===== config.mk =====
export PLATFORM = sky130hd
export DESIGN_NAME = segment_scan_driver
export DESIGN_NICKNAME = d
export VERILOG_FILES = /design/src/rtl/segment_scan_driver.sv
export SDC_FILE = /design/constraint.sdc
export NUM_CORES = 1
export LEC_CHECK = 0
export CAP_MARGIN = 20
export CORE_ASPECT_RATIO = 0.75
export CORE_UTILIZATION = 44
export DETAILED_ROUTE_END_ITERATION = 8
export PLACE_DENSITY = 0.68
export SLEW_MARGIN = 20
export SYNTH_ARGS = -nofsm -noshare
export SYNTH_HDL_FRONTEND = slang
export SYNTH_SLANG_ARGS = --single-unit

===== constraint.sdc =====
create_clock -name clk -period 4.1 [get_ports clk]
set_input_delay 0.82 -clock clk [delete_from_list [all_inputs] [get_ports clk]]
set_output_delay 0.82 -clock clk [all_outputs]
set_load 0.05 [all_outputs]

===== src/rtl/segment_scan_driver.sv =====
// segment_scan_driver: 8-entry operand buffer scanned onto a 7-segment decoder.
// A prescaler paces the digit index. A host write port updates entries at any
// time. All outputs are registered and show the entry for the index that the
// next edge selects.
module segment_scan_driver #(
    parameter int unsigned REFRESH_DIV = 100000,
    parameter int unsigned CNT_W       = 17
) (
    input  logic       clk,
    input  logic       rst,
    input  logic       scan_en,
    input  logic       wr_en,
    input  logic [2:0] wr_addr,
    input  logic [3:0] wr_data,
    output logic       a1,
    output logic       a0,
    output logic       b1,
    output logic       b0,
    output logic       x,
    output logic       y,
    output logic       z,
    output logic       frame_start
);

    localparam logic [CNT_W-1:0] PRESC_LAST = CNT_W'(REFRESH_DIV - 1);

    logic [CNT_W-1:0] presc_q, presc_d;
    logic [2:0]       idx_q, idx_d;
    logic [3:0]       mem_q [8];
    logic [3:0]       mem_d [8];
    logic [3:0]       opnd_q, opnd_d;
    logic             frame_q, frame_d;
    logic             tick;

    // Next-state logic: prescaler, index, buffer write, and operand select with
    // write-through so that a write to the selected slot shows up after one cycle.
    always_comb begin
        tick    = scan_en && (presc_q == PRESC_LAST);
        presc_d = presc_q;
        if (scan_en) begin
            presc_d = tick ? '0 : presc_q + CNT_W'(1);
        end
        idx_d = tick ? idx_q + 3'd1 : idx_q;
        mem_d = mem_q;
        if (wr_en) begin
            mem_d[wr_addr] = wr_data;
        end
        opnd_d  = (wr_en && (wr_addr == idx_d)) ? wr_data : mem_q[idx_d];
        frame_d = tick && (idx_q == 3'd7);
    end

    // State and output registers; async reset clears everything including the buffer.
    always_ff @(posedge clk or posedge rst) begin
        if (rst) begin
            presc_q <= '0;
            idx_q   <= '0;
            opnd_q  <= '0;
            frame_q <= 1'b0;
            for (int unsigned i = 0; i < 8; i++) begin
                mem_q[i] <= '0;
            end
        end else begin
            presc_q <= presc_d;
            idx_q   <= idx_d;
            opnd_q  <= opnd_d;
            frame_q <= frame_d;
            for (int unsigned i = 0; i < 8; i++) begin
                mem_q[i] <= mem_d[i];
            end
        end
    end

    // The registered index doubles as the digit select.
    assign {x, y, z}          = idx_q;
    assign {a1, a0, b1, b0}   = opnd_q;
    assign frame_start        = frame_q;

endmodule

## Yosys cells after proc, flatten, opt, wreduce, memory -nomap -nowiden

Cells that the tools add are included.
Widths: inputs -> output; s select.

- Register bits after elaboration: 57
- Bits in latches: 0
- Bits in writable memories: 0
- ROM bits: 0
- Input port bits: 11
- Output and inout port bits: 8
- Logic and storage cells: 35
- Memories: 0

- Add/sub/neg operators: 2
- $mul: 0
- Divide/modulo/power cells: 0
- Order comparisons: 3
- Equal/unequal tests: 3
- Shift operators: 0
- Multiplexer cells: 9
- Bitwise operators: 2
- Reductions and logical operators: 4

Operators by type and width:

| operator | count |
|---|---|
| $bwmux 32 | 1 |
| $add 17x1->17 const B | 1 |
| $eq 17x17->1 const B | 1 |
| $mux 17 | 1 |
| $mux 4 | 4 |
| $bmux 4 s3 | 1 |
| $demux 4 s3 | 1 |
| $ge 4x4->1 const B | 2 |
| $not 3->4 | 2 |
| $logic_and 1x1->1 | 4 |
| $lt 4x1->1 const B | 1 |
| $add 3x1->3 const B | 1 |
| $eq 3x3->1 | 1 |
| $eq 3x3->1 const B | 1 |
| $mux 3 | 1 |

## Longest topological paths before layout

Gate-level depths: netlist of the first run.

- Depth in word-level cells: 8
- Mapped depth: 10
- Depth with buffers taken out: 8

## Least setup slack after synthesis of the first run

No wires, ideal clock.

- Path type: register to register
- Start: reg idx_q[1]
- End: reg opnd_q[1]
- Library setup time: 0.120 ns
- Arrival time: 2.604 ns
- Required time: 3.980 ns
- Setup slack: 1.376 ns
- Cell stages (with the launch flop): 9
- Path buffers: 2
- Period minus slack after synthesis: 2.724 ns
- Cells stage by stage: dfrtp_1 > ha_1 > ha_1 > clkbuf_1 > clkbuf_1 > mux2_2 > o22ai_1 > o211ai_1 > a41o_1

- Cells in the longest elaborated chain, start to end: 7
- Elaborated cells on any way between the ends: 9
- Classes of those cells: add/sub: 1; eq/ne: 1; mux: 5; bitwise: 1; reduce/logical: 1

Ends and longest elaborated chain:

| item | RTL line | RTL |
|---|---|---|
| start: declaration | 28 | `logic [2:0] idx_q, idx_d;` |
| start signal: assignment | 64 | `idx_q <= idx_d;` |
| $add 3x1->3 | 43 | `idx_d = tick ? idx_q + 3'd1 : idx_q;` |
| $mux 3 * | 43 |  |
| $not 3->4 (implied by the code) | 48 | `opnd_d = (wr_en && (wr_addr == idx_d)) ? wr_data : mem_q[idx_d];` |
| $bmux 4 s3 | 48 |  |
| $mux 4 (implied by the code) (2 in series) | 48 |  |
| $mux 4 * | 48 |  |
| via opnd_d[1] | 31 | `logic [3:0] opnd_q, opnd_d;` |
| end signal: assignment | 65 | `opnd_q <= opnd_d;` |
| end: declaration | 31 |  |

Mark *: on every way through the listed nets, which the timed path passes. The rest lies on a longest branch. The select of a mux whose other input is x is not followed.
A chain may end at the register's enable or synchronous reset.

## Worst setup path after layout of the first run

- Start: in scan_en
- End: reg opnd_q[3]

- Cells in the longest elaborated chain, start to end: 7
- Elaborated cells on any way between the ends: 9
- Classes of those cells: eq/ne: 1; mux: 5; bitwise: 1; reduce/logical: 2

Ends and longest elaborated chain:

| item | RTL line | RTL |
|---|---|---|
| start: declaration | 11 | `input logic scan_en,` |
| $logic_and 1x1->1 * | 38 | `tick = scan_en && (presc_q == PRESC_LAST);` |
| $mux 3 * | 43 |  |
| $not 3->4 (implied by the code) | 48 |  |
| $bmux 4 s3 | 48 |  |
| $mux 4 (implied by the code) (2 in series) | 48 |  |
| $mux 4 * | 48 |  |
| via opnd_d[3] | 31 |  |

Marked as above.

==> results of run 1 <==
==> flip-flops by register name, summed over array words and instances, names as in the netlist <==
name	flops
opnd_q	4
presc_q	17
frame_start	1
idx_q	3
mem_q	32
==> Yosys cell counts, types with 7 or more instances <==
| cell type | n | area share |
|---|---|---|
| sky130_fd_sc_hd__inv_1 | 7 | 0.0086 |
| sky130_fd_sc_hd__o21ai_0 | 10 | 0.016 |
| sky130_fd_sc_hd__nor3_1 | 13 | 0.021 |
| sky130_fd_sc_hd__xnor2_1 | 11 | 0.032 |
| sky130_fd_sc_hd__xor2_1 | 7 | 0.020 |
| sky130_fd_sc_hd__mux2i_1 | 16 | 0.053 |
| sky130_fd_sc_hd__dfrtp_1 | 57 | 0.47 |
| sky130_fd_sc_hd__nand4_1 | 7 | 0.014 |
| sky130_fd_sc_hd__clkbuf_1 | 7 | 0.0086 |
| sky130_fd_sc_hd__mux2_2 | 33 | 0.12 |
| sky130_fd_sc_hd__nand2_1 | 20 | 0.025 |
| sky130_fd_sc_hd__nor2_1 | 21 | 0.026 |
==> cells in the final DEF (no fill, tap or decap), drive strengths merged, types with 2 or more instances in the layout <==
master         Yosys  routed
dfrtp             57      57
mux2              34      34
nor2              22      22
nand2             21      21
clkdlybuf4s50      0      18
mux2i             16      16
nor3              13      13
clkbuf             7      12
o21ai             12      12
xnor2             11      11
inv                8       8
nand4              7       7
xor2               7       7
a21oi              6       6
nand3              5       5
a31oi              4       4
nor3b              4       4
or3                4       4
and3               3       3
or4                3       3
and2               3       3
nand4b             3       3
o211ai             3       3
a211oi             3       3
o22ai              3       3
ha                 3       3
buf                2       3
nand2b             2       2
a211o              2       2
mux4               2       2
clkinv             0       2
==> routing by layer <==
| metal | up-vias | track usage | wire, um |
|---|---|---|---|
| met1 | 1100 | 0.297 | 3250 |
| li1 | 1080 | - | - |
| met3 | 8 | 0.0564 | 391 |
| met4 | 0 | 0.0825 | 79 |
| met2 | 76 | 0.305 | 3060 |
| met5 | - | 0 | 0 |
==> worst register-to-register path, cell delays in order, from the launching register on <==
cell and delay (ps):
sky130_fd_sc_hd__dfrtp_1 470, sky130_fd_sc_hd__ha_1 240, sky130_fd_sc_hd__ha_1 750, sky130_fd_sc_hd__nand2b_1 290, sky130_fd_sc_hd__nor2_1 60, sky130_fd_sc_hd__a31oi_1 170, sky130_fd_sc_hd__mux2i_1 90, sky130_fd_sc_hd__or4_1 470
sky130_fd_sc_hd__a31oi_1 230
==> worst max-delay path by stage <==
stage	start	end	slack, ps	depth (start not counted)
2_1_floorplan	idx_q[1]$_DFF_PP0_	opnd_q[1]$_DFF_PP0_	1380	8
3_3_place_gp	scan_en	opnd_q[3]$_DFF_PP0_	860	6
3_5_place_dp	scan_en	opnd_q[3]$_DFF_PP0_	730	6
4_1_cts	scan_en	opnd_q[3]$_DFF_PP0_	1090	6
5_1_grt	scan_en	opnd_q[3]$_DFF_PP0_	850	6
6_report	scan_en	opnd_q[3]$_DFF_PP0_	1020	6
==> cell families after synthesis <==
kind of cell,Yosys count,synth area share
compound gates,41,0.0882
flops,57,0.468
buf+inv,17,0.0218
fa+ha+maj,3,0.0123
xor+xnor,18,0.0517
simple gates,93,0.165
mux,52,0.193
==> area by class of cell <==
type                    count  area share
clock buffers              12      0.0442
clock inverters             3      0.0114
inverters                   8     0.00855
multi-input cells         207       0.443
flip-flops and latches     57       0.406
well taps                  81      0.0289
repair buffers             21      0.0577
==> where the power goes <==
| group | internal, W | switching, W | leakage (nW) |
|---|---|---|---|
| Combinational | 0.000157 | 0.000146 | 0.628 |
| Clock | 0.000308 | 0.000210 | 0.102 |
| Sequential | 0.000673 | 0.0000914 | 0.706 |
| Total | 0.00114 | 0.000448 | 1.44 |
==> per-stage QoR <==
stage / worst slack, ps / hold slack, ps
floorplan: 1380 / 451
global placement: 860 / 487
detailed placement: 732 / 495
CTS: 1090 / 508
global route: 847 / 527
finish: 1020 / 505
==> results, run 1 <==
- Dividing the detail-routed via count by the number of cells gives 5.82.
- Yosys printed 0 warnings.
- The kind of cell with the highest combined delay along the critical path is simple AND/OR/NAND/NOR gates.
- Once layout is complete, the utilization of the core stands at 0.540.
- In this run the worst path has a maximum fanout of 7.
- The most common flop cell mapped by yosys is sky130_fd_sc_hd__dfrtp_1.
- The flip-flop and latch count after synthesis is 57.
- The count of nets left with antenna violations once routing finished came out at 0.
- Setup repair after global routing left no endpoint under its margin.
- The cell area that synthesis handed to floorplanning was 3050 sq um.
- Among all stages on the critical path, the largest delay is contributed by sky130_fd_sc_hd__clkdlybuf4s50_1.
- The portion of the post-synthesis area used by sequential elements is 0.468.
- In the routed design, unresolved DRC markers number 1.
- The instance area at placement is 3320 sq um.
- In this run the standard cell core region covers 6510 sq um.
- In this run the critical register-to-register path is launched from idx_q[1]$_DFF_PP0_.
- The violation count after the first detailed-routing iteration is 168.
- The clock tree from TritonCTS is built.
- The final reports fail on design-rule violations.
- The cell sitting at the root of the clock tree is a sky130_fd_sc_hd__clkbuf_8.
- In this run, synthesis inferred 0 flip-flops with an integrated enable.
- The count of pins on the block boundary is 19.
- The post-synthesis async set-or-reset flop share is 1.00.
- The total power divided by cell area is 452 nW/um^2.
- The average instance area after synthesis is 10.9 sq um.
- The overall via count from detail_route is 2264.
- The fmax is 325 MHz.
- The critical path is of the input port to flop type.
- For the final database, setup skew stands at 3.94 ps.
- The via count of the first global-routing pass is 2182.
- The total area of sequential cells is 1430 sq um.
- The destination of the worst hold path is presc_q[13]$_DFFE_PP0P_.
- The worst-case IR drop observed on VDD is 181 uV.
- The worst setup path is captured at a flop.
- Summed over all layers, the routed wires come to 6780 um.
- The remaining global-route overflow is 0.
- The number of max-capacitance violations reported is 0.
- At the end of routability-driven placement, the weighted congestion stood at 0.838.
- The worst-margin pin slew is 886 ps.
- The worst pin sits at a relative slew slack of 0.408.
- The highest cell delay on the worst timing path is 580 ps.
- In this run, post-CTS hold repair placed 0 buffers.
- After layout, the minimum clock period comes to 3080 ps.
- In this run, post-CTS repair resized a total of 0 instances.
- The HPWL after detailed placement is 5020 um.
- The worst endpoint data arrival time is 3300 ps.
- The repair_antennas step left the layout with diodes totalling 0.
- The worst hold path belongs to the class flop to flop.
- The hold violation count in the final report came to 0.
- The post-route fraction of the period consumed by the critical path is 0.751.
- The final cell area excluding filler cells is 3510 sq um.
- For the worst flop-to-flop path, the logic depth is 8.
- The count of pins over their slew limit is 0.
- The total of fill cells in the finished design is 579.
- The startpoint identified for the worst hold timing path is presc_q[13]$_DFFE_PP0P_.
- The count of TritonRoute iterations in the first routing pass is 7.
- The total clock buffers created by CTS is 9.
- The later pin in the worst-skew pair is clocked with a latency of 340 ps.
- For the final routed database, the setup TNS stands at 0 ps.
- For this configuration, the core starts out at a cell density of 0.469.
- The net total in the final layout is 318.
- The run finished, with violations left.
- The signal on the critical path passes through clkdlybuf4s50_1 > nand4_1 > nor3_1 > a2111oi_0 > nor3b_2 > mux2_2.
- The static power due to leakage is 1.44 nW.
- The global router's overall resource usage is 0.209.
- Counting every sink on the clock net gives 57.
- The reg-to-reg critical path endpoint is opnd_q[0]$_DFF_PP0_.
- The number of cells traversed by the worst hold path is 1.
- Synthesis produced 281 cells.
- The wire length of the first global-routing pass is 11300 um.
- The number of buffers on the longest clock path is 2.
- The number of standard-cell rows in the floorplan is 25.
- The net count of the mapped netlist is 295.
- The maximum number of pins on one net before global-route repair is 31.
- The fraction of final layout cells with drive strength greater than 1 is 0.198.
- The average wire length per cell after detail routing is 17.4 um.
- The H-tree was split into 3 levels.
- The combined area of the multi-input logic cells is 1560 sq um.
- The die covers 7270 sq um.
- The post-CTS setup repair buffer count is 0.
- The final cell count without fillers is 389.
- Setup violations remaining at the end of the flow were counted as 0.
- Measured along the x axis, the die boundary spans 98.1 um.
- The setup check on the worst reg-to-reg path leaves a slack of 1220 ps.
- Power comes to 0.00159 W.
- After synthesis, the netlist uses 47 different library cells.
- Together, buffers and inverters on the worst path number 1.
- The initial antenna violation count is 0.
- The worst setup path is launched from an input port.
- The die is 74.1 um tall.
- The clock edge transition at the registers on the reported setup and hold paths is 60 ps.
- The port buffer count is 18.
- The required time at the endpoint of the critical path is 4320 ps.
- After detailed placement, the design holds a cell count of 374.
- The layout-stage area growth over the synthesis result is 15.2%.
Note: power is estimated with default switching activity, not from simulation.
==> inputs of run 2 (changes only) <==
- clock period: 4.1 -> 2.9 ns (I/O delays scaled with it)
==> run 2 against run 1 <==
The flow still finishes with violations (design-rule violations). Die area did not move. Register-to-register slack worse by 800 ps. Combinational power grew 43%. Design area grew 1.4%. Clock skew is 3.1 ps higher. Cell count is 2.8% higher. Setup slack worse by 600 ps. Sequential share of layout area fell by 0.56 points.
==> results, run 2 (synthesis results as in run 1) <==
- The flow ran to the end, but the final reports show violations.
- The checks that failed: design-rule violations.
- The initial antenna violation count was 0.
- The first detailed-routing pass took 8 iterations.
- The number of hold-repair buffers added at the cts stage is 0.
- The number of standard-cell rows in the floorplan is 25.
- The switching power of the nets is 0.000638 W.
- The count of pins over their slew limit was 0.
- From left edge to right edge, the die measures 98.1 um.
- The average wire length per cell after detail routing is 17.6 um.
- The worst setup path is launched from a flop.
- TritonCTS built the clock tree.
- The static power due to leakage is 1.48 nW.
- The final layout contains routed wiring with a total length of 7020 um.
- The relative contribution of sequential cells to total power is 0.506.
- The post-route fraction of the period consumed by the critical path is 0.856.
- The net total in the final layout is 329.
- The worst setup path is captured at a flop.
- The clock insertion delay at the later pin of the skew report is 340 ps.
- The top cell types in the final layout, fill and taps aside, are sky130_fd_sc_hd__dfrtp_1 (57), sky130_fd_sc_hd__mux2_2 (33), sky130_fd_sc_hd__nor2_1 (21).
- The starting density of the core is 0.469.
- In this run, CTS created clock tree buffers numbering 9.
- In this run, the number of DRC markers left after iteration 0 of detailed routing was 202.
- Entering global routing, the biggest net connects 58 pins.
- The global router's overall resource usage is 0.212.
- The worst endpoint data arrival time is 2660 ps.
- The fmax is 403 MHz.
- The part of the total power dissipated in the clock network is 0.292.
- The tree built by TritonCTS fans out to 57 sinks.
- The class of the most critical setup path is flop to flop.
- Fill cells in the final layout number 584.
- The final cell count without fillers is 400.
- The leading cell type in the layout, fill and taps excluded is sky130_fd_sc_hd__dfrtp_1.
- Setup repair after global routing left no endpoint under its margin.
- Gates resized during post-CTS repair numbered 0.
- The number of remaining DRC errors is 1.
- The register with the most flip-flops in the final layout is mem_q.
- Once detail routing completed, the nets flagged for antenna violations numbered 0.
- The region available for standard cell placement spans 6510 sq um.
- CTS placed an instance of sky130_fd_sc_hd__clkbuf_8 at the clock tree root.
- The count of pins on the block boundary is 19.
- The worst hold path class is flop to flop.
- The post-CTS setup repair buffer count is 0.
- The vias per cell is 5.87.
- The combinational share of power is 0.202.
- Internal power comes to 0.00150 W.
- The worst clock skew is 7.03 ps.
- The remaining global-route overflow is 0.
- The area of the die is 7270 sq um.
- The number of buffers on the longest clock path is 2.
- The die outline height is 74.1 um.
- Across all layers, the routed design uses 2347 vias.
- Dividing total power by cell area gives a power density of 600 nW/um^2.
- The worst-margin pin slew is 731 ps.
- The first global-routing pass estimated 11500 um of wire.
- At the worst endpoint, the required time is 3080 ps.
- After clock tree synthesis, the clock-pin slew on the worst setup and hold paths is 60 ps.
- The register with the most flip-flops in the layout has 32 of them.
- The total negative slack for setup checks is 0 ps.
- IR analysis of the VDD net gives a maximum drop of 338 uV.
- The time the worst path needs with I/O delays and setup is 2480 ps.
- The placer's final routability congestion estimate is 0.915.
- The hold violation count in the final report is 0.
- After legalization and detailed placement, the total HPWL measured 5040 um.
- The largest registers in the layout are mem_q x32, presc_q x17, opnd_q x4.
- In this run the worst path has a maximum fanout of 11.
- The layout-stage area growth over the synthesis result is 16.8%.
- The H-tree was split into 3 levels.
- The final antenna diode count is 0.
- The port buffer count is 18.
- In this run the tightest slew margin relative to its limit is 0.512.
- The fraction of final layout cells with drive strength greater than 1 is 0.226.
- Setup violations remaining at the end of the flow were counted as 0.
- The share of total power consumed by net switching is 0.299.
- The via count of the first global-routing pass is 2224.
- The number of max-capacitance violations reported is 0.
- Counting tap cells, the placed design contains a total of 385 instances.
[run 2: cell count changes in the layout (fill, tap and decap cells not counted), sizes merged]
cell | before | now
buf | 3 | 14
bufinv | 1 | 0
clkbuf | 12 | 11
clkinv | 2 | 4
[run 2: cell type report]
type / count / area [sq um] / share of cell area
Inverter: 8 / 30.0 / 0.00843
Sequential cell: 57 / 1430 / 0.401
Multi-Input combinational cell: 207 / 1560 / 0.437
Clock inverter: 4 / 20.0 / 0.00562
Tap cell: 81 / 101 / 0.0285
Timing Repair Buffer: 32 / 285 / 0.0801
Clock buffer: 11 / 141 / 0.0397
[run 2: final timing paths]
path | depth (start not counted) | to | startpoint | slack, ps
worst max-delay path | 9 | opnd_q[2]$_DFF_PP0_ | idx_q[1]$_DFF_PP0_ | 420
worst min-delay path | 1 | presc_q[13]$_DFFE_PP0P_ | presc_q[13]$_DFFE_PP0P_ | 500
worst max register to register | 9 | opnd_q[2]$_DFF_PP0_ | idx_q[1]$_DFF_PP0_ | 420
worst min register to register | 1 | presc_q[13]$_DFFE_PP0P_ | presc_q[13]$_DFFE_PP0P_ | 500
max in group asynchronous | 3 | mem_q[7]$_DFFE_PP0P_ | rst | 1660
min in group asynchronous | 3 | presc_q[3]$_DFFE_PP0P_ | rst | 760
[run 2: per-layer routing]
layer | vias to the layer above | GRT usage | share of wire
met2 | 72 | 0.304 | 0.42
met5 | - | 0 | 0
met3 | 9 | 0.0536 | 0.062
met4 | 0 | 0.0724 | 0.0094
li1 | 1096 | - | -
met1 | 1170 | 0.313 | 0.51
[run 2: power by group through the flow]
stage	clock network (W)	logic (W)	registers [W]
2_1_floorplan	0	0.000279	0.00110
3_3_place_gp	0	0.000427	0.00109
3_5_place_dp	0	0.000433	0.00109
4_1_cts	0.000644	0.000434	0.00108
5_1_grt	0.000677	0.000477	0.00110
6_report	0.000624	0.000432	0.00108
[run 2: through the flow]
stage / instance area, sq um / hold WS, ps / setup slack (ps) / power (W) / utilization
finish: 3560 / 500 / 419 / 0.00214 / 0.547
global route: 3560 / 528 / 197 / 0.00226 / 0.547
CTS: 3560 / 500 / 423 / 0.00216 / 0.547
detailed placement: 3400 / 490 / 108 / 0.00153 / 0.523
global placement: 3400 / 486 / 145 / 0.00151 / 0.523
floorplan: 3050 / 451 / 176 / 0.00138 / -
[run 2: worst max-delay path: stages, from the launching register on]
cell and delay [ps]:
sky130_fd_sc_hd__dfrtp_1 470, sky130_fd_sc_hd__ha_1 240, sky130_fd_sc_hd__ha_1 450, sky130_fd_sc_hd__buf_4 280, sky130_fd_sc_hd__mux2i_1 230, sky130_fd_sc_hd__nand2_1 70
sky130_fd_sc_hd__o311ai_0 100, sky130_fd_sc_hd__o21ai_1 120, sky130_fd_sc_hd__a22oi_1 190, sky130_fd_sc_hd__a31oi_1 170
==> inputs of run 3 (changes only) <==
- CTS_CLUSTER_SIZE: unset -> 25
==> results of run 3 <==
The final DEF is identical to that of run 2; final timing and power are the same.
